===== src/rtl/tlul_lsu_host.sv =====
// -----------------------------------------------------------------------------
// tlul_pkg : minimal TL-UL type definitions for the host adapter
// tlul_lsu_host : converts the core LSU req/gnt/rvalid interface into a TL-UL
//                 A/D channel pair. It tracks up to MAX_REQS outstanding
//                 requests and returns responses in order, registered by one
//                 cycle.
//
// Ports
//   clk_i, rst_ni      clock, asynchronous active-low reset
//   req_i / gnt_o      core request / same-cycle grant (= A handshake)
//   addr_i, we_i, be_i, wdata_i   request attributes
//   rvalid_o, rdata_o, err_o      registered response to the core
//   tl_o / tl_i        TL-UL host-to-device / device-to-host bundles
//   outstanding_o      number of requests currently in flight
// -----------------------------------------------------------------------------
package tlul_pkg;

    localparam logic [2:0] PUT_FULL_DATA    = 3'd0;
    localparam logic [2:0] PUT_PARTIAL_DATA = 3'd1;
    localparam logic [2:0] GET              = 3'd4;
    localparam logic [2:0] ACCESS_ACK       = 3'd0;
    localparam logic [2:0] ACCESS_ACK_DATA  = 3'd1;

    typedef struct packed {
        logic        a_valid;
        logic [2:0]  a_opcode;
        logic [2:0]  a_param;
        logic [1:0]  a_size;
        logic [7:0]  a_source;
        logic [31:0] a_address;
        logic [3:0]  a_mask;
        logic [31:0] a_data;
        logic [15:0] a_user;
        logic        d_ready;
    } tl_h2d_t;

    typedef struct packed {
        logic        d_valid;
        logic [2:0]  d_opcode;
        logic [2:0]  d_param;
        logic [1:0]  d_size;
        logic [7:0]  d_source;
        logic        d_sink;
        logic [31:0] d_data;
        logic        d_error;
        logic        a_ready;
    } tl_d2h_t;

endpackage

module tlul_lsu_host #(
    parameter int unsigned MAX_REQS = 2,
    parameter int unsigned SRC_W    = 2
) (
    input  logic              clk_i,
    input  logic              rst_ni,
    input  logic              req_i,
    output logic              gnt_o,
    input  logic [31:0]       addr_i,
    input  logic              we_i,
    input  logic [3:0]        be_i,
    input  logic [31:0]       wdata_i,
    output logic              rvalid_o,
    output logic [31:0]       rdata_o,
    output logic              err_o,
    output tlul_pkg::tl_h2d_t tl_o,
    input  tlul_pkg::tl_d2h_t tl_i,
    output logic [2:0]        outstanding_o
);

    localparam int unsigned      PTR_W    = (MAX_REQS > 1) ? $clog2(MAX_REQS) : 1;
    localparam logic [PTR_W-1:0] PTR_LAST = PTR_W'(MAX_REQS - 1);
    localparam logic [SRC_W-1:0] SRC_LAST = SRC_W'(MAX_REQS - 1);
    localparam logic [2:0]       CNT_MAX  = 3'(MAX_REQS);

    logic [SRC_W-1:0] src_q, src_d;
    logic [PTR_W-1:0] wptr_q, wptr_d;
    logic [PTR_W-1:0] rptr_q, rptr_d;
    logic [2:0]       cnt_q, cnt_d;
    logic             rvalid_q, rvalid_d;
    logic [31:0]      rdata_q, rdata_d;
    logic             err_q, err_d;

    // Expected-response FIFO, one {we, source} entry per in-flight request.
    logic             fifo_we_q  [MAX_REQS];
    logic [SRC_W-1:0] fifo_src_q [MAX_REQS];

    logic             full;
    logic             a_valid;
    logic             a_hs;
    logic             d_acc;
    logic             head_we;
    logic [SRC_W-1:0] head_src;
    logic             resp_err;
    logic             unused_d;

    // Only the counter gates the A channel, so a D beat freeing a slot takes
    // effect one cycle later; there is no combinational D->A path. Gating with
    // rst_ni keeps the request quiet while reset is held.
    assign full    = (cnt_q == CNT_MAX);
    assign a_valid = req_i & ~full & rst_ni;
    assign a_hs    = a_valid & tl_i.a_ready;
    assign gnt_o   = a_hs;

    // Beats with nothing outstanding (spurious or from before a reset) are
    // dropped here so the counter can never underflow.
    assign d_acc    = tl_i.d_valid & (cnt_q != 3'd0);
    assign head_we  = fifo_we_q[rptr_q];
    assign head_src = fifo_src_q[rptr_q];

    assign resp_err = tl_i.d_error
                    | (tl_i.d_source != 8'(head_src))
                    | (head_we ? (tl_i.d_opcode != tlul_pkg::ACCESS_ACK)
                               : (tl_i.d_opcode != tlul_pkg::ACCESS_ACK_DATA));

    assign unused_d = ^{tl_i.d_param, tl_i.d_size, tl_i.d_sink};

    always_comb begin
        tl_o           = '0;
        tl_o.a_valid   = a_valid;
        tl_o.a_opcode  = !we_i          ? tlul_pkg::GET :
                         (be_i == 4'hF) ? tlul_pkg::PUT_FULL_DATA :
                                          tlul_pkg::PUT_PARTIAL_DATA;
        tl_o.a_param   = 3'd0;
        tl_o.a_size    = 2'd2;
        tl_o.a_source  = 8'(src_q);
        tl_o.a_address = {addr_i[31:2], 2'b00};
        tl_o.a_mask    = be_i;
        tl_o.a_data    = wdata_i;
        tl_o.a_user    = '0;
        tl_o.d_ready   = 1'b1;
    end

    always_comb begin
        src_d    = src_q;
        wptr_d   = wptr_q;
        rptr_d   = rptr_q;
        cnt_d    = cnt_q;
        rvalid_d = d_acc;
        rdata_d  = rdata_q;
        err_d    = err_q;

        if (a_hs) begin
            src_d  = (src_q == SRC_LAST) ? '0 : src_q + 1'b1;
            wptr_d = (wptr_q == PTR_LAST) ? '0 : wptr_q + 1'b1;
        end
        if (d_acc) begin
            rptr_d  = (rptr_q == PTR_LAST) ? '0 : rptr_q + 1'b1;
            err_d   = resp_err;
            rdata_d = (resp_err || head_we) ? 32'd0 : tl_i.d_data;
        end

        unique case ({a_hs, d_acc})
            2'b10:   cnt_d = cnt_q + 3'd1;
            2'b01:   cnt_d = cnt_q - 3'd1;
            default: cnt_d = cnt_q;
        endcase
    end

    always_ff @(posedge clk_i or negedge rst_ni) begin
        if (!rst_ni) begin
            src_q    <= '0;
            wptr_q   <= '0;
            rptr_q   <= '0;
            cnt_q    <= '0;
            rvalid_q <= 1'b0;
            rdata_q  <= '0;
            err_q    <= 1'b0;
        end else begin
            src_q    <= src_d;
            wptr_q   <= wptr_d;
            rptr_q   <= rptr_d;
            cnt_q    <= cnt_d;
            rvalid_q <= rvalid_d;
            rdata_q  <= rdata_d;
            err_q    <= err_d;
        end
    end

    for (genvar gi = 0; gi < int'(MAX_REQS); gi++) begin : g_fifo
        always_ff @(posedge clk_i or negedge rst_ni) begin
            if (!rst_ni) begin
                fifo_we_q[gi]  <= 1'b0;
                fifo_src_q[gi] <= '0;
            end else if (a_hs && (wptr_q == PTR_W'(gi))) begin
                fifo_we_q[gi]  <= we_i;
                fifo_src_q[gi] <= src_q;
            end
        end
    end

    assign rvalid_o      = rvalid_q;
    assign rdata_o       = rdata_q;
    assign err_o         = err_q;
    assign outstanding_o = cnt_q;

endmodule


===== config.mk =====
export PLATFORM = sky130hd
export DESIGN_NAME = tlul_lsu_host
export DESIGN_NICKNAME = d
export VERILOG_FILES = /design/src/rtl/tlul_lsu_host.sv
export SDC_FILE = /design/constraint.sdc
export NUM_CORES = 1
export LEC_CHECK = 0
export CAP_MARGIN = 20
export CORE_AREA = 2 2 102 104
export DETAILED_ROUTE_END_ITERATION = 8
export DIE_AREA = 0 0 104 106
export PLACE_DENSITY = 0.85
export SKIP_LAST_GASP = 1
export SLEW_MARGIN = 10
export SYNTH_ARGS = -nofsm -noshare
export SYNTH_HDL_FRONTEND = slang
export SYNTH_SLANG_ARGS = --single-unit

===== constraint.sdc =====
create_clock -name clk_i -period 1.9 [get_ports clk_i]
set_input_delay 0.57 -clock clk_i [delete_from_list [all_inputs] [get_ports clk_i]]
set_output_delay 0.57 -clock clk_i [all_outputs]
set_load 0.01 [all_outputs]

# Yosys cells after proc, flatten, opt, wreduce, memory -nomap -nowiden
# Index checks and enable logic that the tools add are counted.
# totals
in_bits	124
ff_bits	47
wordCells	53
# classes
n_mux	14
magnitude_cmp	1
reduce_logical	6
eq_ne	7
bitwise	9
n_addsub	5
# ops
operator	n
two-way mux 32 bit	1
two-way mux 2 bit	4
!= test 8 x 2 -> 1 bit	1
two-way mux 1 bit	7
one-hot mux 3 bit (2 select lines)	1
nonzero test 3 bit	2
bitwise AND 1 bit	4
equality test 2 x 1 -> 1 bit (second input constant)	2
equality test 4 bit (second input constant)	1
adder 3 x 1 -> 3 bit (second input constant)	1
equality test 3 x 2 -> 1 bit (second input constant)	1
two-way mux 3 bit	1
!= test 3 x 1 -> 1 bit (second input constant)	1
subtractor 3 x 1 -> 3 bit (second input constant)	1
adder 1 bit (second input constant)	2
adder 2 x 1 -> 2 bit (second input constant)	1
equality test 2 bit (second input constant)	1
greater-or-equal comparator 2 bit (second input constant)	1
logical AND 1 bit	2
NOT 1 bit	2
NOT 1 -> 2 bit	1
bitwise OR 1 bit	2
nonzero test 2 bit	1
logical OR 1 bit	1

# Logic depth before layout (Yosys ltp)
# Gate-level depths: netlist (run 1).
# depth
depth_word	9
mapped_depth	9
ltp_nobuf	9

# Least setup slack after synthesis (run 1)
# No wires, ideal clock.
# synth_path
kind	in2reg
from	input rst_ni
to	register cnt_q[2], in the netlist outstanding_o[2]
t_required_ns	1.771
arrival_ns	1.962
path_buffers	0
path_stages	9
setup_slack_ns	-0.190
setup_ns	0.129
cell_sequence	nand2_1 -> a211oi_2 -> inv_1 -> ha_1 -> inv_1 -> fa_1 -> xor2_1 -> nor2_1 -> xor2_1
# synth_via
elab_chain_cells	4
word_cells_on_any_way	6
classes_between	eq/ne (2); mux (1); bitwise (2); reduce/logical (1)
# synth_lines
item	line	source
start, declared	56	input logic rst_ni,
bitwise AND 1 bit (*)	101	assign a_valid = req_i & ~full & rst_ni;
bitwise AND 1 bit (*)	102	assign a_hs = a_valid & tl_i.a_ready;
named net gnt_o	58	output logic gnt_o,
equality test 2 x 1 -> 1 bit or equality test 2 bit (tied branches)	153	unique case ({a_hs, d_acc})
one-hot mux 3 bit (2 select lines) or nonzero test 2 bit (tied branches)	n/a	
end signal, assigned	173	cnt_q <= cnt_d;
end, declared	79	logic [2:0] cnt_q, cnt_d;
# The timed path passes the listed nets; every way through them passes the cells marked *.
# A chain may end at the register's enable or synchronous reset.

# Worst setup path after layout (run 1)
# layout_path
from	register cnt_q[2], in the netlist outstanding_o[2]
to	register cnt_q[2], in the netlist outstanding_o[2]
# layout_via
elab_chain_cells	7
word_cells_on_any_way	13
classes_between	add/sub (2); eq/ne (3); mux (1); bitwise (5); reduce/logical (2)
# layout_lines
item	line	source
equality test 3 x 2 -> 1 bit	100	assign full = (cnt_q == CNT_MAX);
NOT 1 bit	101	
bitwise AND 1 bit (2 in series)	101	
bitwise AND 1 bit	102	
equality test 2 x 1 -> 1 bit or equality test 2 bit (tied branches)	153	
one-hot mux 3 bit (2 select lines) or nonzero test 2 bit (tied branches)	n/a	
# Parallel ways exist; a longest one is shown, timed or not.

==> results of run 1 <==
synthesized netlist by cell type:
| library cell | instances | area (um^2) |
|---|---|---|
| xor2_1 | 5 | 43.8 |
| buf_6 | 4 | 45.0 |
| dfrtp_1 | 47 | 1180 |
| a22o_1 | 32 | 280 |
| mux2i_1 | 3 | 30.0 |
| o31ai_2 | 1 | 12.5 |
| nor4_4 | 1 | 21.3 |
| a21boi_0 | 1 | 7.51 |
| clkbuf_1 | 3 | 11.3 |
| conb_1 | 2 | 7.51 |
| nand3_1 | 2 | 10.0 |
| a41oi_1 | 1 | 8.76 |
| and2b_1 | 1 | 7.51 |
| mux2_2 | 6 | 67.6 |
| nor2_1 | 4 | 15.0 |
| nor3_1 | 1 | 5.00 |
| mux2i_4 | 1 | 22.5 |
| nor4_1 | 2 | 12.5 |
| a211oi_2 | 1 | 12.5 |
| buf_4 | 98 | 736 |
| inv_1 | 7 | 26.3 |
| nand2_1 | 2 | 7.51 |
| a21oi_1 | 2 | 10.0 |
| xnor2_1 | 4 | 35.0 |
| ha_1 | 1 | 12.5 |
| fa_1 | 1 | 20.0 |
layer usage:
metal  wire, um  up-vias  track usage  part of all wire
met5          0        -            0                 0
met4         96        0       0.0415             0.016
met3        411       20       0.0325             0.066
met2       3120       92        0.185              0.50
met1       2560      824        0.136              0.41
li1           -      765            -                 -
worst max-delay path: stages, from the launching register on:
cell and delay, ps:
dfrtp_2 430, buf_6 120, nor2_4 140, a211oi_4 80, buf_6 120, inv_2 40
ha_2 170, inv_2 40, fa_2 330, xor2_1 140, nor2_1 120, xor2_1 140
repair_timing:
item	CTS	global route
gates resized for setup	42	14
buffers inserted	9	5
pin swaps	7	11
endpoints found under the setup margin	45	39
gates cloned	2	0
cells by family after synthesis:
group / after synthesis / share of synthesized area
AOI/OAI and AO/OA: 38 / 0.125
xor gates and xnor gates: 9 / 0.0298
adders and majority gates: 2 / 0.0123
buffers and inverters: 112 / 0.310
DFF: 47 / 0.445
muxes: 10 / 0.0454
other: 2 / 0.00284
and+or+nand+nor: 13 / 0.0298
power groups by stage:
stage / clock (mW) / combinational (mW) / sequential [mW]
floorplan: 0 / 0.636 / 1.27
global placement: 0 / 0.815 / 1.25
detailed placement: 0 / 0.840 / 1.26
CTS: 0.917 / 0.962 / 1.24
global route: 0.957 / 1.10 / 1.25
finish: 0.884 / 1.00 / 1.24
through the flow:
stage | hold WS (ps) | instance area [um^2] | power, mW | utilization | std cells
floorplan | 274 | 2790 | 1.90 | - | 262
global placement | 470 | 3260 | 2.07 | 0.326 | 404
detailed placement | 479 | 3260 | 2.10 | 0.326 | 404
CTS | 450 | 3560 | 3.12 | 0.356 | 423
global route | 471 | 3600 | 3.31 | 0.360 | 426
finish | 429 | 3600 | 3.12 | 0.360 | 426
cell usage in the layout (no fill, tap or decap), drive strengths merged:
master | Yosys | layout
mux2i | 4 | 4
nand2 | 2 | 2
a21boi | 1 | 1
nor2 | 4 | 4
clkdlybuf4s15 | 0 | 3
dlymetal6s2s | 0 | 5
a22o | 32 | 32
mux2 | 6 | 6
a41oi | 1 | 1
clkdlybuf4s50 | 0 | 76
ha | 1 | 1
clkinvlp | 0 | 1
a211oi | 1 | 1
nor4 | 3 | 3
xnor2 | 4 | 4
xor2 | 5 | 5
bufinv | 0 | 2
clkbuf | 3 | 5
dfrtp | 47 | 47
fa | 1 | 1
dlygate4sd2 | 0 | 12
nor3 | 1 | 1
a21oi | 2 | 2
buf | 102 | 29
o31ai | 1 | 1
inv | 7 | 7
conb | 2 | 31
nand3 | 2 | 2
and2b | 1 | 1
final timing paths:
check                            startpoint          endpoint  slack, ps  cells past startpoint
max                        outstanding_o[2]  outstanding_o[2]        -30                     11
min                                  rst_ni          src_q[1]        430                      2
max reg2reg                outstanding_o[2]  outstanding_o[2]        -30                     11
min reg2reg                          wptr_q            wptr_q        500                      1
max in group asynchronous            rst_ni            rptr_q       1030                      2
min in group clk_i                   wptr_q            wptr_q        500                      1
cell type report:
type	count	area (um^2)
clock inverter	3	67.6
fill	1007	6400
multi-input combinational	103	833
sequential	47	1180
timing repair buffer	125	1250
tap	136	170
clock buffer	5	68.8
inverter	7	31.3
registers in the layout (all words and copies together), names as in the netlist:
signal and cells:
rvalid_o 1, rptr_q 1, wptr_q 1, rdata_o 32, err_o 1, src_q 2, fifo_we_q 2, fifo_src_q 4
outstanding_o 3
==> reports/qor.csv, run 1 <==
metric,value,unit
worstPathArrival,2170,ps
areaGrowthSynthToFinish,36.2,%
maxCapViolations,0,
viasPerCell,3.99,
fp.dieArea,11000,um^2
worst_pin_slew,621,ps
gp_congestion,0.733,
drive_gt1_frac,0.231,
core_area,10000,um^2
grt.total_usage,0.111,
powerDensity,867,nW/um^2
rows,37,
ys_seq_area_frac,0.445,
antenna_found_initial,0,
clkSlewWorstSetupHoldPaths,90,ps
net-switching-power,930,uW
violations,setup timing,
syn_inst,233,
yosysUniqueCellTypes,26,
netSwitchingFraction,0.298,
insertion_delay,300,ps
power.internal,2.19,mW
startpoint_type,register,
io_pins,264,
root_buffer,clkbuf_8,
gr-total-overflow,0,
report.final.hold_viol_count,0,
die_y,106,um
first_pass_iters,4,
cts_buffers,5,
fmax,517,MHz
outcome,finished with violations,
htreeDepth,2,
cts_buffer_depth,2,
rsz0062_at_grt,true,
wl_per_cell,14.5,um
drt_iter0_drc,34,
dp_hpwl,4260,um
skew,7.26,ps
hold_path.class,in -> async,
nets,415,
crit_type,reg -> reg,
clock-sinks,47,
finalMaxSlewViolations,0,
comb_power_share,0.321,
wl,6190,um
place_ws,-592,ps
grt_pass1_wl,9480,um
ys_ff_latch,47,
slew_headroom,0.586,
layout_min_cycle_time,1930,ps
vias,1701,
synth_warnings,0,
drtAntennaViolNets,0,
synth_area,2640,um^2
grt_pass1_vias,1767,
start_util,0.264,
drc,0,
setup_viol,1,
hold_buffers,0,
portBuffers,100,
seqPwrFrac,0.396,
grt_max_degree,48,
pwr-share-clk,0.283,
setup_tns,-34.4,ps
required,2130,ps
syn_area_per_cell,11.3,um^2
crit_fanout,2,
chipWidth,104,um
fin_ws,-34.4,ps
end_kind,register,
irDropWorstVdd,0.000844,V
cts_tree,yes,
finalCritPeriodShare,1.02,
n_antenna_cell,0,
leakage,1.64,nW
(Power assumes the default switching activity.)
==> inputs of run 2 (changes only) <==
- CORE_AREA: 2 2 102 104 -> 2 2 103 105
- DIE_AREA: 0 0 104 106 -> 0 0 105 107
- PLACE_DENSITY: 0.85 -> 0.81
- RECOVER_POWER: not set -> 50
- clock period: 1.9 -> 2.4 ns (I/O delays scaled with it)
==> reports/qor.csv, run 2 (same netlist as run 1, synthesis figures left out) <==
metric,value,unit,change
hold_buffers,0,,unchanged
die_y,107,um,+0.94%
slew_headroom,0.223,,-0.363
chipWidth,105,um,+0.96%
clock-sinks,47,,unchanged
grt_max_degree,48,,unchanged
power.internal,1.50,mW,-31%
finalMaxSlewViolations,0,,unchanged
nets,402,,-3.1%
layout_min_cycle_time,2340,ps,
core_area,10100,um^2,+0.93%
path_cells,clkdlybuf4s50_1 > nand2_1 > buf_4 > a21oi_2 > buf_2,,
nFillCells,1033,,+2.6%
cts_buffer_depth,2,,unchanged
slowest_delay,470,ps,+40 ps
cts_buffers,5,,unchanged
largest_reg_flops,32,,unchanged
irDropWorstVdd,0.000442,V,-48%
regToRegSetupSlack,340,ps,+370 ps
wl,5830,um,-5.9%
reg2reg_depth,10,,-1
leakage,1.49,nW,-9.3%
maxCapViolations,0,,unchanged
ff_latch_area,1180,um^2,-0.42%
areaGrowthSynthToFinish,25.8,%,
gr-total-overflow,0,,unchanged
antenna_found_initial,0,,unchanged
grt_pass1_vias,1662,,-5.9%
viasPerCell,3.97,,-0.67%
setup_tns,0,ps,+34.4 ps
fin_cells,412,,-3.3%
comb_power_share,0.276,,-0.045
required,1680,ps,-450 ps
final_common_cell,clkdlybuf4s50_1,,
fin_area,3330,um^2,-7.6%
setup_viol,0,,-1
first_pass_iters,4,,unchanged
startpoint_type,input port,,
n_antenna_cell,0,,unchanged
worst_pin_slew,1170,ps,+544 ps
portBuffers,100,,unchanged
skew,4.12,ps,-3.14 ps
worstPathArrival,1620,ps,-550 ps
cp_top_family,buffers and inverters,,
fmax,427,MHz,
start_util,0.262,,-0.00243
multiInputGateArea,778,um^2,-6.6%
rows,37,,unchanged
insertion_delay,290,ps,about the same
hp-start,rdata_o[14],,
crit_fanout,2,,unchanged
wl_per_cell,14.1,um,-2.7%
clkSlewWorstSetupHoldPaths,80,ps,about the same
hold_path.class,reg -> reg,,
critPathBufInv,3,,-1
htreeDepth,2,,unchanged
vias,1634,,-3.9%
drc,0,,unchanged
drt_iter0_drc,75,,+120%
grt.total_usage,0.101,,-0.00977
hold_end,rdata_o[14],,
net-switching-power,641,uW,-31%
placed_area,3230,um^2,-0.77%
timing.rr.end,outstanding_o[2],,
pwr-share-clk,0.261,,-0.022
outcome,completed,,
netSwitchingFraction,0.299,,+0.000670
rsz0062_at_grt,false,,
dp_hpwl,4370,um,+2.6%
end_kind,primary output,,
seqPwrFrac,0.463,,+0.067
drtAntennaViolNets,0,,unchanged
powerDensity,645,nW/um^2,-26%
root_buffer,clkbuf_8,,
final_cell_mix,"clkdlybuf4s50_1 (90), dfrtp_1 (47), a22o_1 (32)",,
rr_startpoint,outstanding_o[0],,
report.final.hold_viol_count,0,,unchanged
grt_pass1_wl,8860,um,-6.6%
crit_slowest_cell,clkdlybuf4s50_1,,
holdPathStages,1,,
crit_type,in -> out,,
place_inst,404,,unchanged
fp.dieArea,11200,um^2,+1.9%
gp_congestion,0.697,,-4.9%
drive_gt1_frac,0.120,,-0.111
io_pins,264,,unchanged
cts_tree,yes,,
finalCritPeriodShare,0.977,,
-- run 2: cell count changes in the layout (fill, tap and decap cells not counted), sizes merged --
cell,delta
buf,-16
bufinv,-1
clkbuf,+4
clkdlybuf4s15,-3
clkdlybuf4s50,+14
clkinvlp,-1
dlygate4sd2,-7
dlygate4sd3,+1
dlymetal6s2s,-5
-- run 2: layout make-up --
| type | count | area share |
|---|---|---|
| Clock buffer | 6 | 0.0218 |
| Clock inverter | 1 | 0.00903 |
| Inverter | 7 | 0.00790 |
| Multi-Input combinational cell | 103 | 0.234 |
| Sequential cell | 47 | 0.354 |
| Tap cell | 136 | 0.0511 |
| Timing Repair Buffer | 112 | 0.323 |
-- run 2: layer usage --
layer	vias up	global-route usage	share of wire
met4	0	0.0410	0.016
li1	738	-	-
met5	-	0	0
met1	797	0.117	0.40
met3	20	0.0395	0.072
met2	79	0.167	0.51
-- run 2: power groups by stage --
stage	Sequential (mW)	Clock (mW)	Combinational (mW)
floorplan	0.984	0	0.487
global placement	1.00	0	0.587
detailed placement	1.01	0	0.608
CTS	0.995	0.595	0.604
global route	1.01	0.625	0.658
finish	0.993	0.559	0.593
-- run 2: worst max path at each step --
stage                start          endpoint  cells past startpoint
global route         req_i  outstanding_o[2]                     11
floorplan           rst_ni  outstanding_o[2]                      9
finish               req_i         tl_o[101]                      5
CTS                  req_i             gnt_o                      4
detailed placement   req_i             gnt_o                      4
global placement     req_i             gnt_o                      4
-- run 2: per-stage QoR --
step | hold WS, ps | setup WS (ps) | total power, mW | util
global route | 512 | 1.36 | 2.29 | 0.330
detailed placement | 490 | -381 | 1.62 | 0.320
finish | 507 | 55.6 | 2.14 | 0.330
CTS | 506 | -106 | 2.19 | 0.329
floorplan | 424 | 160 | 1.47 | -
global placement | 471 | -371 | 1.59 | 0.320
-- run 2: what timing repair did --
item	CTS	global route
gates resized for setup	14	4
pin swaps	0	1
setup endpoints to repair	8	4
setup buffers	0	1
==> inputs of run 3 (changes only) <==
- CAP_MARGIN: 20 -> 40
==> results of run 3 <==
No change in the layout: final DEF, timing and power equal those of run 2.
